`src/rtl/microwave_pkg.sv`:
```
// Shared types and defaults for the microwave oven control blocks.
// Holds the timer state encoding, the packed display time and the tick default.
package microwave_pkg;

    typedef enum logic [1:0] {
        IDLE = 2'd0,
        RUN  = 2'd1,
        DONE = 2'd2
    } state_e;

    localparam int TICK_DIV_DEFAULT = 100;

    localparam logic [3:0] DIGIT_MAX = 4'd9;
    localparam logic [3:0] WRAP_ONES = 4'd9;
    localparam logic [3:0] WRAP_TENS = 4'd5;

    typedef struct packed {
        logic [3:0] min_tens;
        logic [3:0] min_ones;
        logic [3:0] sec_tens;
        logic [3:0] sec_ones;
    } disp_t;

    function automatic logic is_zero(input disp_t t);
        return (t == '0);
    endfunction

endpackage

```
`src/rtl/bcd_digit_dec.sv`:
```
// One BCD digit of the countdown: passes through unless borrowed from,
// then steps down by one or wraps to the given value and borrows onward.
module bcd_digit_dec (
    input  logic [3:0] value_i,
    input  logic [3:0] wrap_i,
    input  logic       borrow_in_i,
    output logic [3:0] next_o,
    output logic       borrow_out_o
);

    // NOTE: every output of a combinational block gets a default first so no path leaves it unassigned (no latch).
    always_comb begin
        next_o       = value_i;
        borrow_out_o = 1'b0;
        if (borrow_in_i) begin
            if (value_i == 4'd0) begin
                next_o       = wrap_i;
                borrow_out_o = 1'b1;
            end else begin
                next_o = value_i - 4'd1;
            end
        end
    end

endmodule

```
`src/rtl/countdown_timer.sv`:
```
// Microwave countdown timer: keypad entry of MM:SS, one-second countdown
// while the magnetron runs, and a registered done flag at 00:00.
module countdown_timer
    import microwave_pkg::*;
#(
    parameter int TICK_DIV = TICK_DIV_DEFAULT
) (
    input  logic       clk,
    input  logic       rst_n,
    input  logic       clear_,
    input  logic       digit_valid,
    input  logic [3:0] digit,
    input  logic       mag_on,
    output logic [3:0] min_tens,
    output logic [3:0] min_ones,
    output logic [3:0] sec_tens,
    output logic [3:0] sec_ones,
    output logic       timer_done
);

    localparam logic [15:0] TICK_LAST = 16'(TICK_DIV - 1);

    state_e      state_q, state_d;
    disp_t       disp_q, disp_d;
    logic [15:0] presc_q, presc_d;
    logic        timer_done_q;

    disp_t       dec;
    disp_t       shifted;
    logic        digit_ok;
    logic        b_sec_ones, b_sec_tens, b_min_ones, dec_underflow;

    bcd_digit_dec u_dec_sec_ones (
        .value_i      (disp_q.sec_ones),
        .wrap_i       (WRAP_ONES),
        .borrow_in_i  (1'b1),
        .next_o       (dec.sec_ones),
        .borrow_out_o (b_sec_ones)
    );

    // Entered tens-of-seconds 6..9 simply count down; only a borrow from 0 wraps to 5.
    bcd_digit_dec u_dec_sec_tens (
        .value_i      (disp_q.sec_tens),
        .wrap_i       (WRAP_TENS),
        .borrow_in_i  (b_sec_ones),
        .next_o       (dec.sec_tens),
        .borrow_out_o (b_sec_tens)
    );

    bcd_digit_dec u_dec_min_ones (
        .value_i      (disp_q.min_ones),
        .wrap_i       (WRAP_ONES),
        .borrow_in_i  (b_sec_tens),
        .next_o       (dec.min_ones),
        .borrow_out_o (b_min_ones)
    );

    bcd_digit_dec u_dec_min_tens (
        .value_i      (disp_q.min_tens),
        .wrap_i       (WRAP_ONES),
        .borrow_in_i  (b_min_ones),
        .next_o       (dec.min_tens),
        .borrow_out_o (dec_underflow)
    );

    assign digit_ok = digit_valid && (digit <= DIGIT_MAX);
    assign shifted  = {disp_q.min_ones, disp_q.sec_tens, disp_q.sec_ones, digit};

    always_comb begin
        state_d = state_q;
        disp_d  = disp_q;
        presc_d = presc_q;
        if (!clear_) begin
            state_d = IDLE;
            disp_d  = '0;
            presc_d = '0;
        end else begin
            unique case (state_q)
                IDLE: begin
                    if (mag_on) begin
                        presc_d = '0;
                        state_d = is_zero(disp_q) ? DONE : RUN;
                    end else if (digit_ok) begin
                        disp_d = shifted;
                    end
                end
                RUN: begin
                    // Paused (mag_on low) holds both the prescaler and the time.
                    if (mag_on) begin
                        if (presc_q == TICK_LAST) begin
                            presc_d = '0;
                            disp_d  = dec;
                            if (is_zero(dec) || dec_underflow) begin
                                state_d = DONE;
                            end
                        end else begin
                            presc_d = presc_q + 16'd1;
                        end
                    end
                end
                DONE: begin
                    if (digit_ok) begin
                        disp_d  = shifted;
                        state_d = IDLE;
                    end
                end
                default: state_d = IDLE;
            endcase
        end
    end

    // NOTE: sequential state uses non-blocking assignments so every register samples pre-edge values.
    always_ff @(posedge clk or negedge rst_n) begin
        if (!rst_n) begin
            state_q      <= IDLE;
            disp_q       <= '0;
            presc_q      <= '0;
            timer_done_q <= 1'b0;
        end else begin
            state_q      <= state_d;
            disp_q       <= disp_d;
            presc_q      <= presc_d;
            timer_done_q <= (state_d == DONE);
        end
    end

    assign min_tens   = disp_q.min_tens;
    assign min_ones   = disp_q.min_ones;
    assign sec_tens   = disp_q.sec_tens;
    assign sec_ones   = disp_q.sec_ones;
    assign timer_done = timer_done_q;

endmodule

```
`config.mk`:
```
export PLATFORM = sky130hd
export DESIGN_NAME = countdown_timer
export DESIGN_NICKNAME = d
export VERILOG_FILES = /design/src/rtl/microwave_pkg.sv /design/src/rtl/bcd_digit_dec.sv /design/src/rtl/countdown_timer.sv
export SDC_FILE = /design/constraint.sdc
export NUM_CORES = 1
export LEC_CHECK = 0
export CORE_AREA = 2 2 70 72
export CTS_CLUSTER_DIAMETER = 30
export DETAILED_ROUTE_END_ITERATION = 6
export DIE_AREA = 0 0 72 74
export GPL_TIMING_DRIVEN = 0
export PLACE_DENSITY_LB_ADDON = 0.15
export RECOVER_POWER = 100
export SYNTH_ARGS = -nofsm -noshare
export SYNTH_HDL_FRONTEND = slang
export SYNTH_SLANG_ARGS = --single-unit
export TNS_END_PERCENT = 10
```
`constraint.sdc`:
```
create_clock -name clk -period 2.7 [get_ports clk]
set_input_delay 0.54 -clock clk [delete_from_list [all_inputs] [get_ports clk]]
set_output_delay 0.54 -clock clk [all_outputs]
set_load 0.01 [all_outputs]
```
* Yosys cells after proc, flatten, opt, wreduce, memory -nomap -nowiden
Index checks and enable logic that the tools add are counted.
Cells by class: add/subtract/negate cells 5, eq/ne operators 10, magnitude comparators 1, multiplexer cells 33, reductions and logical operators 11
Operator list (count):
- 16-bit 2-to-1 mux | 9
- 16-bit case mux with 3 select lines | 1
- 16-bit logical NOT | 2
- 16-bit case mux with 2 select lines | 1
- 4-bit 2-to-1 mux | 7
- 16-bit by 1-bit adder with 16-bit output, second input constant | 1
- 16-bit by 7-bit equality test with 1-bit output, second input constant | 1
- 4-bit logical NOT | 4
- 4-bit by 1-bit subtractor with 4-bit output, second input constant | 4
- 2-bit 2-to-1 mux | 7
- 3-bit != test, second input constant | 4
- 1-bit 2-to-1 mux | 7
- 2-bit case mux with 3 select lines | 1
- 2-bit equality test, second input constant | 2
- 4-bit less-or-equal comparator, second input constant | 1
- 4-bit by 1-bit != test with 1-bit output, second input constant | 1
- 4-bit AND reduction | 1
- 3-bit by 1-bit != test with 1-bit output, second input constant | 1
- 3-bit AND reduction | 1
- 2-bit by 1-bit equality test with 1-bit output, second input constant | 1
- 2-bit logical NOT | 1
- 1-bit logical AND | 1
- 1-bit logical OR | 1
Word-level totals: word-level logic and storage cells 67, output and inout bits 17, bits in registers 35

* Logic depth before layout (Yosys ltp)
depth in word-level cells 13, mapped depth 8

* Cells and area by module
From an unflattened synthesis, not the netlist that was laid out.
Second synthesis, totals: cells, all modules 352, area total of the unflattened synthesis 2728.9 µm²
By module, submodules not included:
- countdown_timer | cells each 260, instances 1, area each 2088.3 µm², sequential area each 875.8 µm²
- bcd_digit_dec | cells each 23, instances 4, area each 160.2 µm², sequential area each 0.0 µm²

* Least setup slack after synthesis
OpenSTA, ideal clock, no wires.
kind reg2reg, start register disp_q, in the netlist sec_ones[0], end register disp_q, in the netlist min_tens[1], path slack 0.468 ns, buffers on the path 2, arrival time 2.110 ns, clock period less this slack 2.232 ns, required time 2.578 ns, cell stages (with the launch flop) 8, library setup time 0.122 ns, cells stage by stage dfrtp_1 buf_6 or4_4 buf_6 or4_4 o41ai_2 o211ai_1 a32o_1
Between the ends: cells in the longest elaborated chain, start to end 9
RTL lines:
- start: declaration | RTL line countdown_timer.sv:24 | disp_t disp_q, disp_d;
- start signal: assignment | RTL line countdown_timer.sv:121 | disp_q <= disp_d;
- 4-bit logical NOT | RTL line bcd_digit_dec.sv:16 | if (value_i == 4'd0) begin
- 1-bit 2-to-1 mux | RTL line bcd_digit_dec.sv:16
- 1-bit 2-to-1 mux (2 in series) | RTL line bcd_digit_dec.sv:15 | if (borrow_in_i) begin
- 4-bit 2-to-1 mux | RTL line bcd_digit_dec.sv:15
- 16-bit 2-to-1 mux | RTL line countdown_timer.sv:90 | if (presc_q == TICK_LAST) begin
- 16-bit 2-to-1 mux | RTL line countdown_timer.sv:89 | if (mag_on) begin
- 16-bit case mux with 3 select lines | RTL line countdown_timer.sv:78 | unique case (state_q)
- 16-bit 2-to-1 mux | RTL line countdown_timer.sv:73 | if (!clear_) begin
Every way passes these cells. The select of a mux whose other input is x is not followed. A chain may end at the register's enable or synchronous reset.

* Worst setup path after layout
start register disp_q, in the netlist min_ones[2], end register state_q[1]
Between the ends: cells in the longest elaborated chain, start to end 11, elaborated cells between the ends (all ways) 18, classes of those cells add/sub (1); mux (13); reduce/logical (4)
RTL lines:
- branches (longest 9 deep; another with 4-bit by 1-bit subtractor with 4-bit output)
- 2-bit case mux with 3 select lines (*) | RTL line countdown_timer.sv:78
- 2-bit 2-to-1 mux (*) | RTL line countdown_timer.sv:73
- via state_d[1] | RTL line countdown_timer.sv:23 | state_e state_q, state_d;
- end signal: assignment | RTL line countdown_timer.sv:120 | state_q <= state_d;
- end: declaration | RTL line countdown_timer.sv:23
Mark *: on every way through the listed nets, which the timed path passes.

==> impl_metrics.env <==
export IMPL_reg2reg_depth=6
export IMPL_synth_common_cells="o21ai_0, dfrtp_1, nor2_1, nand2_1, a21oi_1"
export IMPL_timing_rr_start="min_ones[2]"
export IMPL_power_density_mw_per_mm2=879
export IMPL_nNetsFinal=295
export IMPL_coreArea_mm2=0.00460
export IMPL_cts_tree="done"
export IMPL_synth_edf_count=0
export IMPL_numPortBuffers=24
export IMPL_hold_depth=1
export IMPL_worst_r2r_setup_slack_ns=0.27
export IMPL_ys_warn_count=0
export IMPL_rows=25
export IMPL_die_width_um=72
export IMPL_slew_headroom_pct=-23.8
export IMPL_synth_nets=264
export IMPL_clk_pin_slew_ns=0.08
export IMPL_avgSynthCellArea_um2=8.44
export IMPL_outcome="complete, but fails checks"
export IMPL_violations="capacitance limit, slew limit"
export IMPL_drive_gt1_share_pct=7.37
export IMPL_grt_pass1_wl_um=9260
export IMPL_cts_root_buf="clkbuf_8"
export IMPL_fp_dieH_um=74
export IMPL_cap_violations=1
export IMPL_synth_distinct_cells=44
export IMPL_hold_start="presc_q[14]"
export IMPL_via_count=2140
export IMPL_dpl_hpwl_um=3790
export IMPL_clock_sinks=35
export IMPL_ys_flop_type="dfrtp_1"
export IMPL_wl_per_cell_um=16.0
export IMPL_antennaDiodeCount=0
export IMPL_antenna_left=0
export IMPL_async_flop_share_pct=100
export IMPL_hold_path_class="reg2reg"
export IMPL_period_minus_slack_ns=2.43
export IMPL_path_cells="clkbuf_2 -> or4_1 -> nor4_1 -> nand2b_1 -> or3_1 -> a21oi_1"
export IMPL_critPathTopFamily="simple AND/OR/NAND/NOR gates"
export IMPL_drtIter0Drc=196
export IMPL_areaGrowthSynthToFinish_pct=17.9
export IMPL_fin_skew_ns=0.0144
export IMPL_gp_congestion=0.840
export IMPL_p_leak_nw=1.05
export IMPL_cts_setup_buffers=0
export IMPL_vias_per_cell=6.31
export IMPL_synthMostInstantiatedCell="o21ai_0"
export IMPL_hold_end="presc_q[14]"
export IMPL_irDropWorstVdd_mv=0.345
export IMPL_antenna_found_initial=0
export IMPL_first_pass_iters=5
export IMPL_grt_pass1_vias=1984
export IMPL_timing_final_crit_share_pct=90.0
export IMPL_clkLatencyLatePin_ns=0.30
export IMPL_hold_buffers=0
export IMPL_drc_errors=0
export IMPL_synth_cells=254
export IMPL_slowest_delay_ns=0.58
export IMPL_synth_area_leader_cell="dfrtp_1"
export IMPL_grt_setup_unrepaired="false"
export IMPL_dpl_cell_area_mm2=0.00245
export IMPL_cp_start_kind="flip-flop"
export IMPL_crit_buf_inv=1
export IMPL_cts_max_level=2
export IMPL_worstPathRequired_ns=2.91
export IMPL_worstMarginPinSlew_ns=1.86
export IMPL_max_clock_freq_ghz=0.411
export IMPL_whs_ns=0.523
export IMPL_rr_endpoint="state_q[1]"
export IMPL_hold_viol_final=0
export IMPL_seq_area_frac_synth_pct=40.9
export IMPL_overflow=0
export IMPL_critPathSlowestCell="or4_1"
export IMPL_ys_seq_elements=35
export IMPL_grtUsageTotal_pct=22.4
export IMPL_endpoint_kind="flip-flop"
export IMPL_start_util_pct=46.6
export IMPL_fillers=450
export IMPL_maxSlewViolCount=36
export IMPL_ios=26
export IMPL_cts_resized=0
export IMPL_design_die_area_mm2=0.00533
export IMPL_cts_buffer_depth=2
export IMPL_final_area_mm2=0.00253
export IMPL_wl_um=5440
export IMPL_critical_path_max_fanout=8
export IMPL_finalSetupViolations=0
export IMPL_grt_max_degree=36
export IMPL_synth_area_mm2=0.00214
export IMPL_cts_inserted_buffers=5
export IMPL_yosysTopAreaCellShare_pct=40.9
export IMPL_finalSetupTns_ns=0
export IMPL_netlist_top_cells_area="dfrtp_1, o21ai_0, a21oi_1"
export IMPL_critical_path_class="reg2reg"
export IMPL_fin_util_pct=54.9
export IMPL_crit_arrival_ns=2.64
## power by group
part | total, W | internal (W) | leakage [nW] | switching (W)
logic | 0.00109 | 0.000464 | 0.526 | 0.000624
clock network | 0.000392 | 0.000200 | 0.0470 | 0.000191
registers | 0.000740 | 0.000615 | 0.482 | 0.000125
total | 0.00222 | 0.00128 | 1.05 | 0.000941
## registers in the layout, indices dropped and copies added (netlist names)
name	flops
presc_q	16
min_ones	4
min_tens	4
sec_ones	4
sec_tens	4
state_q	2
timer_done	1
## final cells by class
cell class	instances	area, um^2	share of cell area [%]
Sequential cell	35	876	34.7
Multi-Input combinational cell	201	1170	46.5
Timing Repair Buffer	24	234	9.26
Clock inverter	1	5.00	0.198
Inverter	4	15.0	0.594
Tap cell	54	67.6	2.67
Clock buffer	6	82.6	3.27
Buffer	14	71.3	2.82
## worst max-delay path by stage
stage          cells past startpoint        start  slack, ns     endpoint
5_1_grt                            6  min_ones[2]       0.14   state_q[1]
3_3_place_gp                       7       mag_on       0.05  min_tens[2]
4_1_cts                            7       mag_on       0.33  min_tens[2]
3_5_place_dp                       7       mag_on       0.04  min_ones[0]
6_report                           6  min_ones[2]       0.27   state_q[1]
2_1_floorplan                      7  sec_ones[0]       0.47  min_tens[1]
## through the flow
stage | std cells | setup slack (ns) | total power (W)
floorplan | 254 | 0.468 | 0.00149
global placement | 332 | 0.0474 | 0.00185
detailed placement | 332 | 0.0445 | 0.00186
CTS | 339 | 0.327 | 0.00227
global route | 339 | 0.142 | 0.00237
finish | 339 | 0.270 | 0.00222
## per-layer routing
layer / vias to the layer above / wire length, um / track usage (%)
met4: 0 / 82 / 10.3
met3: 7 / 221 / 3.52
met2: 53 / 2710 / 38.1
met5: - / 0 / 0
met1: 1067 / 2430 / 28.3
li1: 1013 / - / -
## cell families after synthesis
family                     synth area share, %
adders and majority gates                0.584
DFF                                       40.9
muxes                                     1.40
AOI/OAI and AO/OA                         24.1
xor gates and xnor gates                  1.23
buffers and inverters                     4.03
and+or+nand+nor                           27.8
## placed cells by master (no fill, tap or decap), types with 4 or more instances in the layout
master	count
a21oi_1	20
and3_1	7
clkbuf_1	10
clkbuf_8	6
clkdlybuf4s50_1	6
dfrtp_1	35
dlygate4sd3_1	17
inv_1	4
nand2_1	22
nand2b_1	7
nand3_1	4
nand4_1	5
nor2_1	24
nor3_1	14
nor4_1	5
o21ai_0	41
o31ai_1	5
## worst register-to-register path, cell delays in order (launching register included)
cell and delay [ns]:
dfrtp_1 0.38, clkbuf_2 0.17, or4_1 0.58, nor4_1 0.49, nand2b_1 0.18, or3_1 0.39
a21oi_1 0.15
No activity file was read; power rests on OpenSTA's default activity.
